`src/rtl/lm_sm_sequencer.sv`:
```
// Load-Multiple / Store-Multiple sequencer: walks the register mask lowest bit first and issues one memory access per set bit.
// Define LMSM_BASE_WRITEBACK_EN to add the WB state that writes base+count back into ra.
module lm_sm_sequencer (
  input  logic        i_clock,
  input  logic        i_reset,
  input  logic        i_start,
  input  logic        i_is_store,
  input  logic [7:0]  i_imm_mask,
  input  logic [2:0]  i_ra_addr,
  input  logic [15:0] i_base_addr,
  output logic        o_mem_req,
  output logic        o_mem_we,
  output logic [15:0] o_mem_addr,
  output logic [15:0] o_mem_wdata,
  input  logic        i_mem_ack,
  input  logic [15:0] i_mem_rdata,
  output logic [2:0]  o_rf_rd_addr,
  input  logic [15:0] i_rf_rd_data,
  output logic        o_rf_wr_en,
  output logic [2:0]  o_rf_wr_addr,
  output logic [15:0] o_rf_wr_data,
  output logic        o_busy,
  output logic        o_done
);

`ifdef LMSM_BASE_WRITEBACK_EN
  typedef enum logic [1:0] {S_IDLE, S_ACCESS, S_WB, S_DONE} state_t;
  localparam state_t S_FINISH = S_WB;
  localparam logic   FIN_DONE = 1'b0;
  logic [2:0]  r_ra;
`else
  typedef enum logic [1:0] {S_IDLE, S_ACCESS, S_DONE} state_t;
  localparam state_t S_FINISH = S_DONE;
  localparam logic   FIN_DONE = 1'b1;
  logic        w_unused_ra;
  assign w_unused_ra = ^i_ra_addr;
`endif

  state_t      r_state;
  logic [7:0]  r_rem;
  logic [3:0]  r_cnt;
  logic [15:0] r_base;
  logic        r_store;
  logic        r_mem_req;
  logic        r_mem_we;
  logic [15:0] r_mem_addr;
  logic [2:0]  r_rf_rd_addr;
  logic        r_rf_wr_en;
  logic [2:0]  r_rf_wr_addr;
  logic [15:0] r_rf_wr_data;
  logic        r_busy;
  logic        r_done;

  logic [2:0]  w_idx;
  logic [7:0]  w_rem_clr;
  logic [15:0] w_addr;

  function automatic logic [2:0] f_lowest(input logic [7:0] m);
    logic found;
    f_lowest = '0;
    found    = 1'b0;
    for (int unsigned i = 0; i < 8; i++) begin
      if (m[i] && !found) begin
        f_lowest = 3'(i);
        found    = 1'b1;
      end
    end
  endfunction

  assign w_idx     = f_lowest(r_rem);
  assign w_rem_clr = r_rem & ~(8'd1 << w_idx);
  assign w_addr    = r_base + {12'b0, r_cnt};

  always_ff @(posedge i_clock or posedge i_reset) begin
    if (i_reset) begin
      r_state      <= S_IDLE;
      r_rem        <= '0;
      r_cnt        <= '0;
      r_base       <= '0;
      r_store      <= 1'b0;
      r_mem_req    <= 1'b0;
      r_mem_we     <= 1'b0;
      r_mem_addr   <= '0;
      r_rf_rd_addr <= '0;
      r_rf_wr_en   <= 1'b0;
      r_rf_wr_addr <= '0;
      r_rf_wr_data <= '0;
      r_busy       <= 1'b0;
      r_done       <= 1'b0;
`ifdef LMSM_BASE_WRITEBACK_EN
      r_ra         <= '0;
`endif
    end else begin
      r_rf_wr_en <= 1'b0;
      case (r_state)
        S_IDLE: begin
          if (i_start) begin
            r_store <= i_is_store;
            r_rem   <= i_imm_mask;
            r_base  <= i_base_addr;
            r_cnt   <= '0;
            r_busy  <= 1'b1;
`ifdef LMSM_BASE_WRITEBACK_EN
            r_ra    <= i_ra_addr;
`endif
            if (i_imm_mask == '0) begin
              r_state <= S_FINISH;
              r_done  <= FIN_DONE;
            end else begin
              r_state      <= S_ACCESS;
              r_mem_req    <= 1'b1;
              r_mem_we     <= i_is_store;
              r_mem_addr   <= i_base_addr;
              r_rf_rd_addr <= f_lowest(i_imm_mask);
            end
          end
        end
        S_ACCESS: begin
          if (i_mem_ack) begin
            r_rem <= w_rem_clr;
            r_cnt <= r_cnt + 4'd1;
            if (!r_store) begin
              r_rf_wr_en   <= 1'b1;
              r_rf_wr_addr <= w_idx;
              r_rf_wr_data <= i_mem_rdata;
            end
            // Request/address registers are preloaded for the next transfer so they stay glitch-free outputs.
            if (w_rem_clr == '0) begin
              r_state      <= S_FINISH;
              r_done       <= FIN_DONE;
              r_mem_req    <= 1'b0;
              r_mem_we     <= 1'b0;
              r_mem_addr   <= '0;
              r_rf_rd_addr <= '0;
            end else begin
              r_mem_addr   <= w_addr + 16'd1;
              r_rf_rd_addr <= f_lowest(w_rem_clr);
            end
          end
        end
`ifdef LMSM_BASE_WRITEBACK_EN
        S_WB: begin
          r_rf_wr_en   <= 1'b1;
          r_rf_wr_addr <= r_ra;
          r_rf_wr_data <= w_addr;
          r_state      <= S_DONE;
          r_done       <= 1'b1;
        end
`endif
        S_DONE: begin
          r_done  <= 1'b0;
          r_busy  <= 1'b0;
          r_state <= S_IDLE;
        end
        default: r_state <= S_IDLE;
      endcase
    end
  end

  assign o_mem_req    = r_mem_req;
  assign o_mem_we     = r_mem_we;
  assign o_mem_addr   = r_mem_addr;
  assign o_mem_wdata  = (r_mem_req && r_mem_we) ? i_rf_rd_data : '0;
  assign o_rf_rd_addr = r_rf_rd_addr;
  assign o_rf_wr_en   = r_rf_wr_en;
  assign o_rf_wr_addr = r_rf_wr_addr;
  assign o_rf_wr_data = r_rf_wr_data;
  assign o_busy       = r_busy;
  assign o_done       = r_done;

endmodule
```
`config.mk`:
```
export PLATFORM = sky130hd
export DESIGN_NAME = lm_sm_sequencer
export DESIGN_NICKNAME = d
export VERILOG_FILES = /design/src/rtl/lm_sm_sequencer.sv
export SDC_FILE = /design/constraint.sdc
export NUM_CORES = 1
export LEC_CHECK = 0
export CAP_MARGIN = 40
export CORE_UTILIZATION = 42
export DETAILED_ROUTE_END_ITERATION = 10
export GPL_TIMING_DRIVEN = 0
export HOLD_SLACK_MARGIN = 0.06
export PLACE_DENSITY = 0.84
export SYNTH_ARGS = -nofsm -noshare
export SYNTH_HDL_FRONTEND = slang
export SYNTH_SLANG_ARGS = --single-unit
```
`constraint.sdc`:
```
create_clock -name i_clock -period 2 [get_ports i_clock]
set_input_delay 0.2 -clock i_clock [delete_from_list [all_inputs] [get_ports i_clock]]
set_output_delay 0.2 -clock i_clock [all_outputs]
set_load 0.02 [all_outputs]
```
==> results.yml, run 1 <==
run_status:
  status: "complete, but fails checks"
  violations: "setup timing"
routing:
  wl_per_cell_um: 18.27
  vias: 4034
  routed_wl_mm: 12.73
  drtPass1Iterations: 5
  drt-initial-drc-count: 289
  antenna_left: 0
  viasPerCell: 5.788
  drc: 0
timing:
  fin_ws_ns: -0.1963
  timing.final.max_slew_violations: 0
  finalCritPeriodShare: 1.098
  holdWs_ns: 0.2500
  min_period_ns: 2.196
  slew_headroom: 0.5516
  fmax_ghz: 0.4553
  final-setup-viol-count: 22
  rsz0062_at_grt: "yes"
  tns_ns: -2.877
  fin_worst_skew_ns: 0.01435
  finalHoldViolCount: 0
  worst_pin_slew_ns: 0.6727
floorplan:
  pin_count: 123
  rows: 34
  die_w_um: 98.57
  die_area_um2: 9715
  core_area_um2: 8891
  start_util: 0.4405
  fp.dieH_um: 98.57
synth:
  synth_cell_types: 53
  syn_area_um2: 3916
  synth.top_cells.by_area: "dfrtp_1, nand2_1, a21oi_1"
  synth_nets: 506
  synthArstFlopShare: 1.000
  ys.flop_type: "dfrtp_1"
  synth.yosys.warnings: 0
  synth-edff-count: 0
  synthCells: 436
  synth_top_area_frac: 0.4728
  yosysSeqAreaShare: 0.4728
  yosysTopAreaCell: "dfrtp_1"
  synth.avg_cell_area_um2: 8.982
  synth-seq-cells: 74
layout:
  stdcell_area_um2: 6083
  antennaDiodeCount: 0
  stdcell_count: 697
  area_delta_synth_final_pct: 55.34
  fin_util: 0.6842
  drive_gt1_frac: 0.2411
  finish.net_count: 654
cts:
  insertion_delay_ns: 0.36
  clk_path_buf_depth: 2
  cts-buffers-inserted: 9
  cts.reportedPaths.clkPinSlew_ns: 0.08
  cts_hold_buf: 0
  cts.sinks: 74
  cts_tree: "built"
  cts_root_buf: "clkbuf_8"
  cts_max_level: 3
global_routing:
  grt_pass1_wl_mm: 19.38
  grt_pass1_vias: 3952
  grt_max_degree: 27
  grt_usage: 0.2529
  grt.overflow.total: 0
  antenna_found_initial: 0
critical_path:
  critPathArrivalTime_ns: 2.44
  endpoint_kind: "flip-flop"
  path_class: "flip-flop to flip-flop"
  rrSetupSlack_ns: -0.20
  critPathLaunchType: "flip-flop"
  path_buf_inv: 2
  critical-path-top-delay-family: "simple AND/OR/NAND/NOR gates"
  r2r_end: "r_state[0]"
  cp_slowest_stage_delay_ns: 0.61
  crit_required_ns: 2.25
  cp_slowest_cell: "or4_4"
  reg2reg_depth: 7
  path_max_fanout: 7
  path_cells: "or4_4 -> a2111oi_4 -> nor3_2 -> a21o_1 -> buf_6 -> buf_8 -> o21a_1"
  r2r-start: "r_rem[1]"
pwr:
  swShare: 0.4557
  p_sw_mw: 5.009
  p_total_mw: 10.99
  p_int_mw: 5.984
  power_frac_seq: 0.262
  ir_worst_vdd_v: 0.0009417
  p_clk_frac: 0.109
  p_comb_frac: 0.629
  p_leak_nw: 2.760
  power_density_nw_per_um2: 1807
place:
  place_congestion: 0.8814
  place_area_um2: 5324
  place_worst_setup_slack_ns: -0.7992
  dp.cells: 665
  hpwl_mm: 8.387
  portBuffers: 119
flow_run:
  maxCapViolCount: 0
hold_path:
  worst_hold_path_type: "input port to async pin"
[cells by family (layout without fill, tap and decap cells)]
logic type               Yosys count  after routing  synth area share
multiplexers                      16             16           0.04569
AND/OR/NAND/NOR                  181            181            0.2118
AO/OA/AOI/OAI                    105            105            0.1709
buffers and inverters             40            193           0.04632
flip-flops                        74             74            0.4728
adder cells (fa/ha/maj)            6              6           0.02109
XOR/XNOR                          14             14           0.03131
[power groups by stage]
stage | registers (mW) | clock network [mW] | logic [mW]
floorplan | 3.19 | 0 | 2.92
global placement | 2.77 | 0 | 5.17
detailed placement | 2.80 | 0 | 5.33
CTS | 2.79 | 1.19 | 6.24
global route | 2.96 | 1.24 | 7.37
finish | 2.88 | 1.19 | 6.92
[worst register-to-register path, stage by stage (launching register included)]
cell	delay (ns)
dfrtp_2	0.46
or4_4	0.61
a2111oi_4	0.23
nor3_2	0.08
a21o_1	0.23
buf_6	0.17
buf_8	0.15
o21a_1	0.16
[cell usage after synthesis, types with 5 or more instances]
library cell and number:
dfrtp_1 74, xor2_1 10, a22o_1 5, clkbuf_1 18
mux2_2 15, and3_1 18, nor2_1 38, ha_1 5
o21ai_0 27, nand2_1 78, nand3_1 21, inv_1 12
a21oi_1 36
[layout make-up]
type | instances | area, um^2
multi-input combinational | 322 | 2256
clock inverter | 6 | 63.81
timing repair buffer | 142 | 1449
tap | 108 | 135.1
fill | 622 | 2808
buffer | 22 | 128.9
clock buffer | 10 | 137.6
sequential | 74 | 1861
inverter | 13 | 52.55
[cells in the final DEF, fill, tap and decap left out, types with 5 or more instances in the layout]
master / synthesis / layout
dfrtp_2: 0 / 7
ha_1: 5 / 5
clkdlybuf4s50_1: 0 / 109
clkbuf_2: 0 / 9
a21oi_2: 0 / 13
a22o_1: 5 / 5
buf_4: 0 / 17
nor2_1: 38 / 34
and3_1: 18 / 18
o21ai_1: 1 / 5
dlymetal6s2s_1: 0 / 9
a21oi_1: 36 / 23
nand3_1: 21 / 9
nand3_2: 0 / 5
o21ai_0: 27 / 20
inv_1: 12 / 11
dfrtp_1: 74 / 67
mux2_2: 15 / 15
nand3_4: 0 / 7
nand2_1: 78 / 73
xor2_1: 10 / 8
clkbuf_8: 0 / 10
[sequential cells by signal, summed over array words and instances, names as in the netlist]
signal        cells
o_busy            1
o_done            1
o_mem_addr       16
o_mem_req         1
o_mem_we          1
o_rf_rd_addr      3
o_rf_wr_addr      3
o_rf_wr_data     16
o_rf_wr_en        1
r_base           16
r_cnt             4
r_rem             8
r_state           2
r_store           1
[worst max-delay path by stage]
stage,endpoint,depth (start not counted),from
floorplan,o_mem_req,10,r_rem[2]
global placement,o_mem_addr[3],8,i_imm_mask[0]
detailed placement,o_mem_addr[4],7,i_imm_mask[0]
CTS,o_mem_addr[3],8,r_rem[2]
global route,o_mem_req,8,r_rem[1]
finish,r_state[0],7,r_rem[1]
[routing by layer]
metal	up-vias	share of wire	GRT usage	routed length (um)
li1	1825	-	-	-
met3	29	0.061	0.05816	772
met5	-	0	0	0
met4	0	0.021	0.07577	265
met2	179	0.52	0.4285	6568
met1	2001	0.40	0.3238	5126
[timing repair]
item | 4_1_cts | 5_1_grt
pin swaps | 12 | 15
resized for setup | 59 | 68
setup buffers | 11 | 8
endpoints found under the setup margin | 51 | 58
cloned | 2 | 0
Power figures use the tool's default switching activity.
==> run 2, diff against run 1 <==
--- a/config.mk
+++ b/config.mk
@@ -11,6 +11,7 @@
 export GPL_TIMING_DRIVEN = 0
 export HOLD_SLACK_MARGIN = 0.06
 export PLACE_DENSITY = 0.84
+export SLEW_MARGIN = 40
 export SYNTH_ARGS = -nofsm -noshare
 export SYNTH_HDL_FRONTEND = slang
 export SYNTH_SLANG_ARGS = --single-unit
==> results.yml, run 2 (same netlist as run 1, synthesis figures left out) <==
global_routing:
  grt.overflow.total: 0
  grt_pass1_vias: 3993
  antenna_found_initial: 0
  grt_pass1_wl_mm: 19.33
  grt_max_degree: 27
  grt_usage: 0.2513
routing:
  drc: 0
  viasPerCell: 5.782
  drtPass1Iterations: 5
  vias: 4007
  wl_per_cell_um: 18.48
  routed_wl_mm: 12.81
  antenna_left: 0
  drt-initial-drc-count: 285
layout:
  finish.net_count: 651
  drive_gt1_frac: 0.2154
  area_delta_synth_final_pct: 50.61
  layout_common_cells: "clkdlybuf4s50_1, nand2_1, dfrtp_1, nor2_1, a21oi_1"
  antennaDiodeCount: 0
  final_common_cell: "clkdlybuf4s50_1"
  stdcell_area_um2: 5898
  stdcell_count: 693
cts:
  cts.sinks: 74
  cts-buffers-inserted: 9
  cts_root_buf: "clkbuf_8"
  clk_path_buf_depth: 2
  cts_tree: "built"
  cts_max_level: 3
  insertion_delay_ns: 0.36
  cts.reportedPaths.clkPinSlew_ns: 0.08
floorplan:
  fp.dieH_um: 98.57
  rows: 34
  die_area_um2: 9715
  die_w_um: 98.57
  start_util: 0.4405
  pin_count: 123
  core_area_um2: 8891
timing:
  fin_worst_skew_ns: 0.01322
  fmax_ghz: 0.4606
  worst_pin_slew_ns: 0.6854
  fin_ws_ns: -0.1709
  timing.final.max_slew_violations: 0
  finalHoldViolCount: 0
  final-setup-viol-count: 22
  rsz0062_at_grt: "yes"
  slew_headroom: 0.5431
  holdWs_ns: 0.06771
  finalCritPeriodShare: 1.085
  tns_ns: -2.482
  min_period_ns: 2.171
critical_path:
  endpoint_kind: "flip-flop"
  path_class: "flip-flop to flip-flop"
  critPathLaunchType: "flip-flop"
  r2r-start: "r_rem[1]"
  critPathArrivalTime_ns: 2.41
  critPathLaunch: "r_rem[1]"
  path_max_fanout: 8
  crit_required_ns: 2.24
place:
  place_area_um2: 5344
  dp.cells: 666
  portBuffers: 119
  hpwl_mm: 8.422
  place_congestion: 0.8814
pwr:
  p_sw_mw: 4.805
  power_density_nw_per_um2: 1752
  p_comb_frac: 0.625
  power_frac_seq: 0.278
  p_leak_nw: 2.708
  ir_worst_vdd_v: 0.0009535
  p_clk_frac: 0.097
  p_int_mw: 5.529
  swShare: 0.4650
flow_run:
  maxCapViolCount: 0
run_status:
  status: "complete, but fails checks"
  violations: "setup timing"
hold_path:
  worst_hold_path_type: "input port to async pin"
[run 2: timing repair]
item,in CTS,in global routing
hold endpoints to repair,0,0
setup endpoints to repair,52,58
buffers inserted,10,4
cloned,1,1
hold buffers,0,0
pin swaps,5,6
gates resized for setup,35,63
[run 2: worst paths after layout]
path	end	slack (ns)	cells past startpoint
worst max-delay path	o_mem_addr[3]	-0.17	7
worst min-delay path	o_rf_wr_data[6]	0.07	2
worst max register to register	o_mem_addr[3]	-0.17	7
worst min register to register	o_rf_wr_data[11]	0.48	2
max in group asynchronous	o_mem_req	1.18	5
min in group i_clock	o_rf_wr_data[12]	0.37	3
[run 2: per-layer routing]
layer	track usage	routed length, um
met1	0.3154	5138
met2	0.4312	6442
met3	0.04539	812
met4	0.09989	414
met5	0	0
[run 2: final cells by class]
type	instances	area, um^2
flip-flops and latches	74	1862
repair buffers	138	1419
fillers	687	2993
clock inverters	4	20.02
multi-input cells	322	2148
inverters	13	52.55
plain buffers	23	130.1
well taps	108	135.1
clock buffers	11	131.4
[run 2: power groups by stage]
stage	clock network, mW	logic [mW]	registers (mW)
after detailed placement	0	5.34	2.80
final	1.00	6.46	2.87
after global placement	0	5.17	2.77
after floorplan	0	2.92	3.19
after CTS	0.986	5.76	2.80
after global routing	1.06	6.91	2.95
[run 2: worst max-delay path: stages, from the launching register on]
cell,delay [ns]
dfrtp_2,0.45
or4_4,0.61
a2111oi_4,0.23
nor3_2,0.07
a21o_1,0.21
buf_6,0.15
a221oi_2,0.27
nor2_1,0.06
[run 2: metrics by stage]
step | worst slack [ns] | utilization | total power, mW
after floorplan | -0.08559 | - | 6.107
after global placement | -0.6566 | 0.5934 | 7.938
after CTS | -0.1693 | 0.6361 | 9.553
after global routing | -0.2283 | 0.6634 | 10.91
after detailed placement | -0.8359 | 0.6010 | 8.138
final | -0.1709 | 0.6634 | 10.33
==> run 3, diff against run 2 <==
--- a/config.mk
+++ b/config.mk
@@ -6,7 +6,9 @@
 export NUM_CORES = 1
 export LEC_CHECK = 0
 export CAP_MARGIN = 40
-export CORE_UTILIZATION = 42
+export CELL_PAD_IN_SITES_DETAIL_PLACEMENT = 0
+export CELL_PAD_IN_SITES_GLOBAL_PLACEMENT = 1
+export CORE_UTILIZATION = 31
 export DETAILED_ROUTE_END_ITERATION = 10
 export GPL_TIMING_DRIVEN = 0
 export HOLD_SLACK_MARGIN = 0.06
==> results.yml, run 3 (same netlist as run 1, synthesis figures left out) <==
run_status:
  status: "complete, but fails checks"
  violations: "setup timing"
layout:
  multi_input_comb_area_um2: 2190
  final_common_cell: "clkdlybuf4s50_1"
  fin_util: 0.5038
  drive_gt1_frac: 0.2154
  seqCellArea_um2: 1857
  stdcell_area_um2: 6127
  area_delta_synth_final_pct: 56.45
  stdcell_count: 753
  n_fill_cell: 1115
  layout_common_cells: "clkdlybuf4s50_1, nand2_1, dfrtp_1, nor2_1, a21oi_1"
  antennaDiodeCount: 0
  finish.net_count: 651
cts:
  insertion_delay_ns: 0.33
  cts.sinks: 74
  cts_root_buf: "clkbuf_16"
  cts_max_level: 3
  cts-buffers-inserted: 9
  cts_tree: "built"
  clk_path_buf_depth: 2
  cts.reportedPaths.clkPinSlew_ns: 0.06
timing:
  final-setup-viol-count: 27
  timing.final.max_slew_violations: 0
  rsz0062_at_grt: "yes"
  finalCritPeriodShare: 1.084
  fin_ws_ns: -0.1673
  worst_pin_slew_ns: 0.4798
  tns_ns: -1.972
  holdWs_ns: 0.1362
  finalHoldViolCount: 0
  fmax_ghz: 0.4614
  min_period_ns: 2.167
  slew_headroom: 0.6801
  fin_worst_skew_ns: 0.006454
floorplan:
  core_area_um2: 12160
  fp.dieH_um: 114.4
  pin_count: 123
  rows: 40
  start_util: 0.3220
  die_area_um2: 13090
  die_w_um: 114.4
routing:
  drt-initial-drc-count: 179
  viasPerCell: 5.065
  wl_per_cell_um: 16.27
  routed_wl_mm: 12.25
  drc: 0
  drtPass1Iterations: 4
  vias: 3814
  antenna_left: 0
global_routing:
  grt_max_degree: 25
  antenna_found_initial: 0
  grt_pass1_wl_mm: 18.91
  grt_pass1_vias: 3761
  grt.overflow.total: 0
  grt_usage: 0.1856
pwr:
  p_total_mw: 10.93
  p_int_mw: 6.094
  p_comb_frac: 0.604
  p_leak_nw: 2.631
  p_sw_mw: 4.841
  swShare: 0.4427
  power_frac_seq: 0.259
  p_clk_frac: 0.137
  ir_worst_vdd_v: 0.0007620
  power_density_nw_per_um2: 1785
critical_path:
  r2r-start: "r_rem[1]"
  path_buf_inv: 2
  critPathArrivalTime_ns: 2.39
  path_cells: "or4_4 -> a2111oi_4 -> nor3_2 -> a21o_1 -> buf_6 -> buf_8 -> o21ai_2 -> nand2_1"
  cp_slowest_cell: "or4_4"
  rrSetupSlack_ns: -0.17
  endpoint_kind: "flip-flop"
  cp_slowest_stage_delay_ns: 0.59
  reg2reg_depth: 8
  critPathLaunchType: "flip-flop"
  path_max_fanout: 6
  r2r_end: "o_mem_req"
  critical-path-top-delay-family: "simple AND/OR/NAND/NOR gates"
  crit_required_ns: 2.22
  path_class: "flip-flop to flip-flop"
place:
  dp.cells: 726
  hpwl_mm: 8.711
  place_congestion: 0.8696
  place_area_um2: 5419
  place_worst_setup_slack_ns: -0.7471
  portBuffers: 119
hold_path:
  worst_hold_path_type: "input port to async pin"
flow_run:
  maxCapViolCount: 0
-- run 3: cell count changes in the layout (fill, tap and decap cells not counted), sizes merged --
| cell | change |
|---|---|
| dlymetal6s2s | -9 |
| clkdlybuf4s50 | +8 |
| buf | +5 |
| clkbuf | -5 |
| clkinvlp | +2 |
| clkinv | -1 |
| dlygate4sd2 | +1 |
| inv | -1 |
-- run 3: what timing repair did --
action                                  4_1_cts  5_1_grt
resized for setup                            55       46
cloned                                        2        0
setup buffers                                 9        6
endpoints found under the setup margin       53       68
pin swaps                                    15       18
hold buffers                                  0        0
-- run 3: area by class of cell --
| type | instances | share of cell area |
|---|---|---|
| timing repair buffer | 139 | 0.2322 |
| clock buffer | 11 | 0.03962 |
| sequential | 74 | 0.3030 |
| tap | 168 | 0.03431 |
| inverter | 13 | 0.008781 |
| clock inverter | 4 | 0.004697 |
| buffer | 22 | 0.02001 |
| multi-input combinational | 322 | 0.3574 |
-- run 3: worst max path at each step --
stage | from | end | cells past startpoint
after floorplan | r_rem[2] | o_mem_req | 10
after global placement | i_imm_mask[4] | o_mem_addr[3] | 8
after detailed placement | i_imm_mask[0] | o_mem_addr[7] | 8
after CTS | r_rem[2] | o_mem_req | 9
after global routing | r_rem[1] | o_mem_req | 8
final | r_rem[1] | o_mem_req | 8
-- run 3: per-layer routing --
layer / vias up / GRT usage / part of all wire
met4: 0 / 0.06580 / 0.015
met1: 1872 / 0.2435 / 0.43
met5: - / 0 / 0
li1: 1814 / - / -
met3: 15 / 0.02965 / 0.054
met2: 113 / 0.3103 / 0.50
-- run 3: power by group through the flow --
stage | Combinational (mW) | Sequential, mW | Clock [mW]
6_report | 6.61 | 2.83 | 1.49
3_5_place_dp | 5.36 | 2.81 | 0
5_1_grt | 7.09 | 2.92 | 1.57
4_1_cts | 6.16 | 2.80 | 1.52
2_1_floorplan | 2.92 | 3.19 | 0
3_3_place_gp | 5.25 | 2.77 | 0
-- run 3: worst reg2reg max path, stage by stage (launching register included) --
cell and delay [ns]:
dfrtp_2 0.44, or4_4 0.59, a2111oi_4 0.23, nor3_2 0.08, a21o_1 0.22, buf_6 0.17, buf_8 0.15, o21ai_2 0.13
nand2_1 0.06
==> RTL edit 1: new RTL, flow settings as in run 1 <==
Add a define of `LMSM_BASE_WRITEBACK_EN`.
--- a/src/rtl/lm_sm_sequencer.sv
+++ b/src/rtl/lm_sm_sequencer.sv
@@ -1,5 +1,7 @@
 // Load-Multiple / Store-Multiple sequencer: walks the register mask lowest bit first and issues one memory access per set bit.
 // Define LMSM_BASE_WRITEBACK_EN to add the WB state that writes base+count back into ra.
+`define LMSM_BASE_WRITEBACK_EN
+
 module lm_sm_sequencer (
   input  logic        i_clock,
   input  logic        i_reset,
Check against the original RTL: not equivalent (a bounded check fails within 4 cycles, from zero or initial values and one cycle with i_reset high).
==> RTL edit 1 against run 1 <==
Die area up 19%; power up 28%; final area rose by 25%; routed wire length grew 44%; synthesized cell count is 20% higher; the run still ends with negative setup slack left; sequential cell count up 3; setup slack got worse by 0.77 ns; count of clock-buffer cells in the layout fell by 1; synthesized area increased by 20%.
==> RTL edit 1: results (changes against run 1) <==
Clocking:
- The insertion delay of the later-clocked pin in the worst-skew pair is 0.38 ns (was 0.36 ns).
- The number of gates resized after CTS is 107 (was 59).

Logic synthesis:
- The net count after synthesis is 598 (was 506).
- List of most frequent post-synthesis cells: sky130_fd_sc_hd__dfrtp_1, sky130_fd_sc_hd__nand2_1, sky130_fd_sc_hd__o21ai_0 (was sky130_fd_sc_hd__nand2_1, sky130_fd_sc_hd__dfrtp_1, sky130_fd_sc_hd__nor2_1).
- Synth top area cells: sky130_fd_sc_hd__dfrtp_1, sky130_fd_sc_hd__o21ai_0, sky130_fd_sc_hd__mux2_2 (was sky130_fd_sc_hd__dfrtp_1, sky130_fd_sc_hd__nand2_1, sky130_fd_sc_hd__a21oi_1).
- The number of distinct library cells after synthesis is 61 (was 53).

STA:
- The setup violation total in the final timing report is 29 (was 22).
- The worst path setup slack after routing is -0.971 ns (was -0.196 ns).

Placed design:
- The global placement routability congestion is 0.879 (was 0.881).
- The placed cell area was 0.00627 sq mm (was 0.00532 sq mm).
- The count of buffers inserted at the top-level ports is 122 (was 119).

Global routing:
- The overall routing resource usage is 0.295 (was 0.253).
- The met3 capacity usage during global routing is 0.0563 (was 0.0582).
- The maximum number of pins on one net before global-route repair is 29 (was 27).

Status:
- Run status: finished, violations left (unchanged).
- Failing checks: negative setup slack (unchanged).

Layout:
- The final-stage net count is 796 (was 654).
- The portion of the layout cell area used by non-clock buffers came to 0.272 (was 0.259).
- The share of layout cells above drive strength 1 is 0.328 (was 0.241).
- The count of non-CTS buffers in the layout was 222 (was 164).

Pwr:
- The largest vdd supply drop is 0.955 mV (was 0.942 mV).

Die:
- The total die area is 0.0116 sq mm (was 0.00972 sq mm).

Drt:
- The met3 wirelength from detailed routing is 1510 microns (was 772 microns).
- The routed metal-1 wire length was 6840 microns (was 5130 microns).
- The via count is 5,247 (was 4,034).
- The met2 wire length came to 9010 microns (was 6570 microns).
- The average wire length per cell after detail routing is 21.1 microns (was 18.3 microns).

Critical path:
- The largest stage delay on the critical path is 0.44 ns (was 0.61 ns).
- The cell with the largest stage delay on the worst path is sky130_fd_sc_hd__dfrtp_2 (was sky130_fd_sc_hd__or4_4).
## RTL edit 1: cell count changes after synthesis, moves of 7 or more
cell                       change
sky130_fd_sc_hd__nor3_1       +10
sky130_fd_sc_hd__clkbuf_1      +8
sky130_fd_sc_hd__o21ai_0      +26
sky130_fd_sc_hd__nand3_1      -12
sky130_fd_sc_hd__nand2_1      -16
sky130_fd_sc_hd__nor2_1        +7
sky130_fd_sc_hd__mux2i_1       +9
## RTL edit 1: worst paths after layout
path / start / endpoint / depth (start not counted)
hold reg to reg: o_rf_rd_addr[0] / o_rf_rd_addr[0] / 2
hold / removal: i_reset / o_rf_wr_data[7] / 2
min in group i_clock: i_mem_rdata[7] / o_rf_wr_data[7] / 3
setup / recovery: r_cnt[0] / o_mem_addr[14] / 11
max in group asynchronous: i_reset / r_cnt[1] / 4
setup reg to reg: r_cnt[0] / o_mem_addr[14] / 11
## RTL edit 1: power by group
part / switching [uW] / internal [uW]
Combinational: 5340 / 4480
Clock: 691 / 466
Sequential: 765 / 2340
Total: 6800 / 7280
==> RTL edit 2: new RTL, flow settings as in run 1 <==
Made on the original files. Reset style: synchronous (`i_reset`), changed in one clocked block.
--- a/src/rtl/lm_sm_sequencer.sv
+++ b/src/rtl/lm_sm_sequencer.sv
@@ -71,7 +71,7 @@
   assign w_rem_clr = r_rem & ~(8'd1 << w_idx);
   assign w_addr    = r_base + {12'b0, r_cnt};
 
-  always_ff @(posedge i_clock or posedge i_reset) begin
+  always_ff @(posedge i_clock) begin
     if (i_reset) begin
       r_state      <= S_IDLE;
       r_rem        <= '0;
Check against the original RTL: differs if i_reset is asserted again (counterexample within 4 cycles, from zero or initial values and one cycle with i_reset high); with i_reset held inactive, the same outputs for 4 cycles.
==> RTL edit 2 against run 1 <==
The flow still finishes with violations (negative setup slack); highest routed layer unchanged; cell count grew 8.3%; worst hold slack gained 0.018 ns; critical path depth grew 1; sequential cell count is the same; final area shrank 4.5%; routed wire length grew 7.7%; via count grew 11%; count of clock-buffer cells in the layout grew 3; setup slack gained 0.16 ns; global-route usage grew 2.7 points; synthesized area grew 1.5%.
Power is not compared: it rests on default switching activity, and its combinational part moved more than twofold at a synthesized area within 25%.
==> RTL edit 2: results (changes against run 1) <==
Status:
- Run status: finished, violations left (unchanged).
- Failing checks: negative setup slack (unchanged).

STA:
- The setup violation total in the final timing report is 1 (was 22).
- The worst clock skew is 0.0102 ns (was 0.0143 ns).
- The final setup TNS is -0.0343 ns (was -2.88 ns).
- The tightest slew margin relative to the limit is 0.552 (about the same).
- The worst path setup slack after routing is -0.0343 ns (was -0.196 ns).

Placed design:
- The sum of net half-perimeters after detailed placement was 9400 microns (was 8390 microns).
- The global placement routability congestion was 0.916 (was 0.881).
- The post-placement worst setup slack is -0.632 ns (was -0.799 ns).
- The instance count after placement with tap cells included came to 735 (was 665).

Drt:
- The average wire length per cell after detail routing was 18.2 microns (was 18.3 microns).
- The starting DRC count in detailed routing is 351 (was 289).
- The detail-routed via count per cell came to 5.94 (was 5.79).
- The total iterations of the first detailed-routing run is 8 (was 5).

Global routing:
- The global routing met2 resource utilization is 0.476 (was 0.428).
- The maximum number of pins on one net before global-route repair is 18 (was 27).
- The number of global-route vias before repair came to 4,404 (was 3,952).
- The global-route wire length before repair came to 21,600 microns (was 19,400 microns).
- The met3 capacity usage during global routing is 0.0675 (was 0.0582).
- The overall routing resource usage is 0.280 (was 0.253).

Logic synthesis:
- List of most frequent post-synthesis cells: sky130_fd_sc_hd__nand2_1, sky130_fd_sc_hd__dfxtp_1, sky130_fd_sc_hd__a21oi_1 (was sky130_fd_sc_hd__nand2_1, sky130_fd_sc_hd__dfrtp_1, sky130_fd_sc_hd__nor2_1).
- The number of distinct library cells after synthesis came to 65 (was 53).
- The compound-gate portion of the synthesized area is 0.284 (was 0.171).
- The top flip-flop cell by instance count after synthesis is sky130_fd_sc_hd__dfxtp_1 (was sky130_fd_sc_hd__dfrtp_1).
- The post-synthesis sequential area ratio is 0.373 (was 0.473).
- The XOR/XNOR share of the synthesized area is 0.0176 (was 0.0313).
- The mux contribution to synthesized area is 0.00252 (was 0.0457).
- Synth top area cells: sky130_fd_sc_hd__dfxtp_1, sky130_fd_sc_hd__nand2_1, sky130_fd_sc_hd__a21oi_1 (was sky130_fd_sc_hd__dfrtp_1, sky130_fd_sc_hd__nand2_1, sky130_fd_sc_hd__a21oi_1).

Layout:
- The number of standard cells in the layout, taps in and fillers out is 755 (was 697).
- The final-stage net count is 710 (was 654).
- The share of layout cells above drive strength 1 is 0.158 (was 0.241).

Critical path:
- The arrival time at the worst endpoint is 2.26 ns (was 2.44 ns).
RTL edit 2: cell count changes after synthesis, moves of 15 or more:
| cell | run 1 | this run |
|---|---|---|
| sky130_fd_sc_hd__dfxtp_1 | 0 | 74 |
| sky130_fd_sc_hd__a211oi_1 | 1 | 17 |
| sky130_fd_sc_hd__nand3_1 | 21 | 5 |
| sky130_fd_sc_hd__dfrtp_1 | 74 | 0 |
| sky130_fd_sc_hd__mux2_2 | 15 | 0 |
| sky130_fd_sc_hd__a21oi_1 | 36 | 55 |
RTL edit 2: critical path, stage by stage (launching register included):
cell and delay, ns:
sky130_fd_sc_hd__dfxtp_4 0.36, sky130_fd_sc_hd__inv_2 0.04, sky130_fd_sc_hd__ha_4 0.15, sky130_fd_sc_hd__fa_2 0.34
sky130_fd_sc_hd__nand2b_4 0.18, sky130_fd_sc_hd__a21o_4 0.27, sky130_fd_sc_hd__o31a_1 0.31, sky130_fd_sc_hd__o22ai_2 0.14
sky130_fd_sc_hd__a211oi_2 0.09
RTL edit 2: per-stage QoR:
stage	util	total power, uW
floorplan	-	2290
global placement	0.579	2710
detailed placement	0.579	2740
CTS	0.618	3820
global route	0.632	4050
finish	0.632	3890
RTL edit 2: layout make-up:
cell class                      count  area (sq um)
Sequential cell                    74          1500
Timing Repair Buffer              129          1270
Inverter                           15          56.3
Clock inverter                      2          12.5
Tap cell                          111           139
Fill cell                         733          3390
Buffer                             34           193
Multi-Input combinational cell    377          2480
Clock buffer                       13           159
RTL edit 2: final timing paths:
check,slack [ns],startpoint,end,cells after the start
worst min register to register,0.46,o_rf_wr_data[1],o_rf_wr_data[1],2
worst max-delay path,-0.03,r_cnt[0],o_mem_addr[14],8
worst max register to register,-0.03,r_cnt[0],o_mem_addr[14],8
worst min-delay path,0.27,i_imm_mask[3],r_rem[3],3
RTL edit 2: logic make-up (layout without fill, tap and decap cells):
kind of cell               after synthesis  after routing
and+or+nand+nor                        199            200
AOI/OAI and AO/OA                      161            161
DFF                                     74             74
buffers and inverters                   55            193
xor gates and xnor gates                 8              8
adders and majority gates                7              7
muxes                                    1              1
RTL edit 2: what timing repair did:
action | in CTS | in global routing
endpoints found under the setup margin | 47 | 59
setup buffers | 7 | 3
resized for setup | 42 | 42
gates cloned | 1 | 0
pin swaps | 9 | 11
RTL edit 2: metal layers:
layer  share of wire  up-vias  wire (microns)
met3           0.075       55            1030
met5               0        -               0
li1                -     2088               -
met4           0.045        0             614
met1            0.39     2123            5390
met2            0.49      221            6680
RTL edit 2: power groups by stage:
stage	Sequential [uW]	Clock, uW	Combinational (uW)
floorplan	1780	0	515
global placement	1700	0	1010
detailed placement	1710	0	1040
CTS	1680	1070	1080
global route	1700	1140	1210
finish	1690	1070	1130
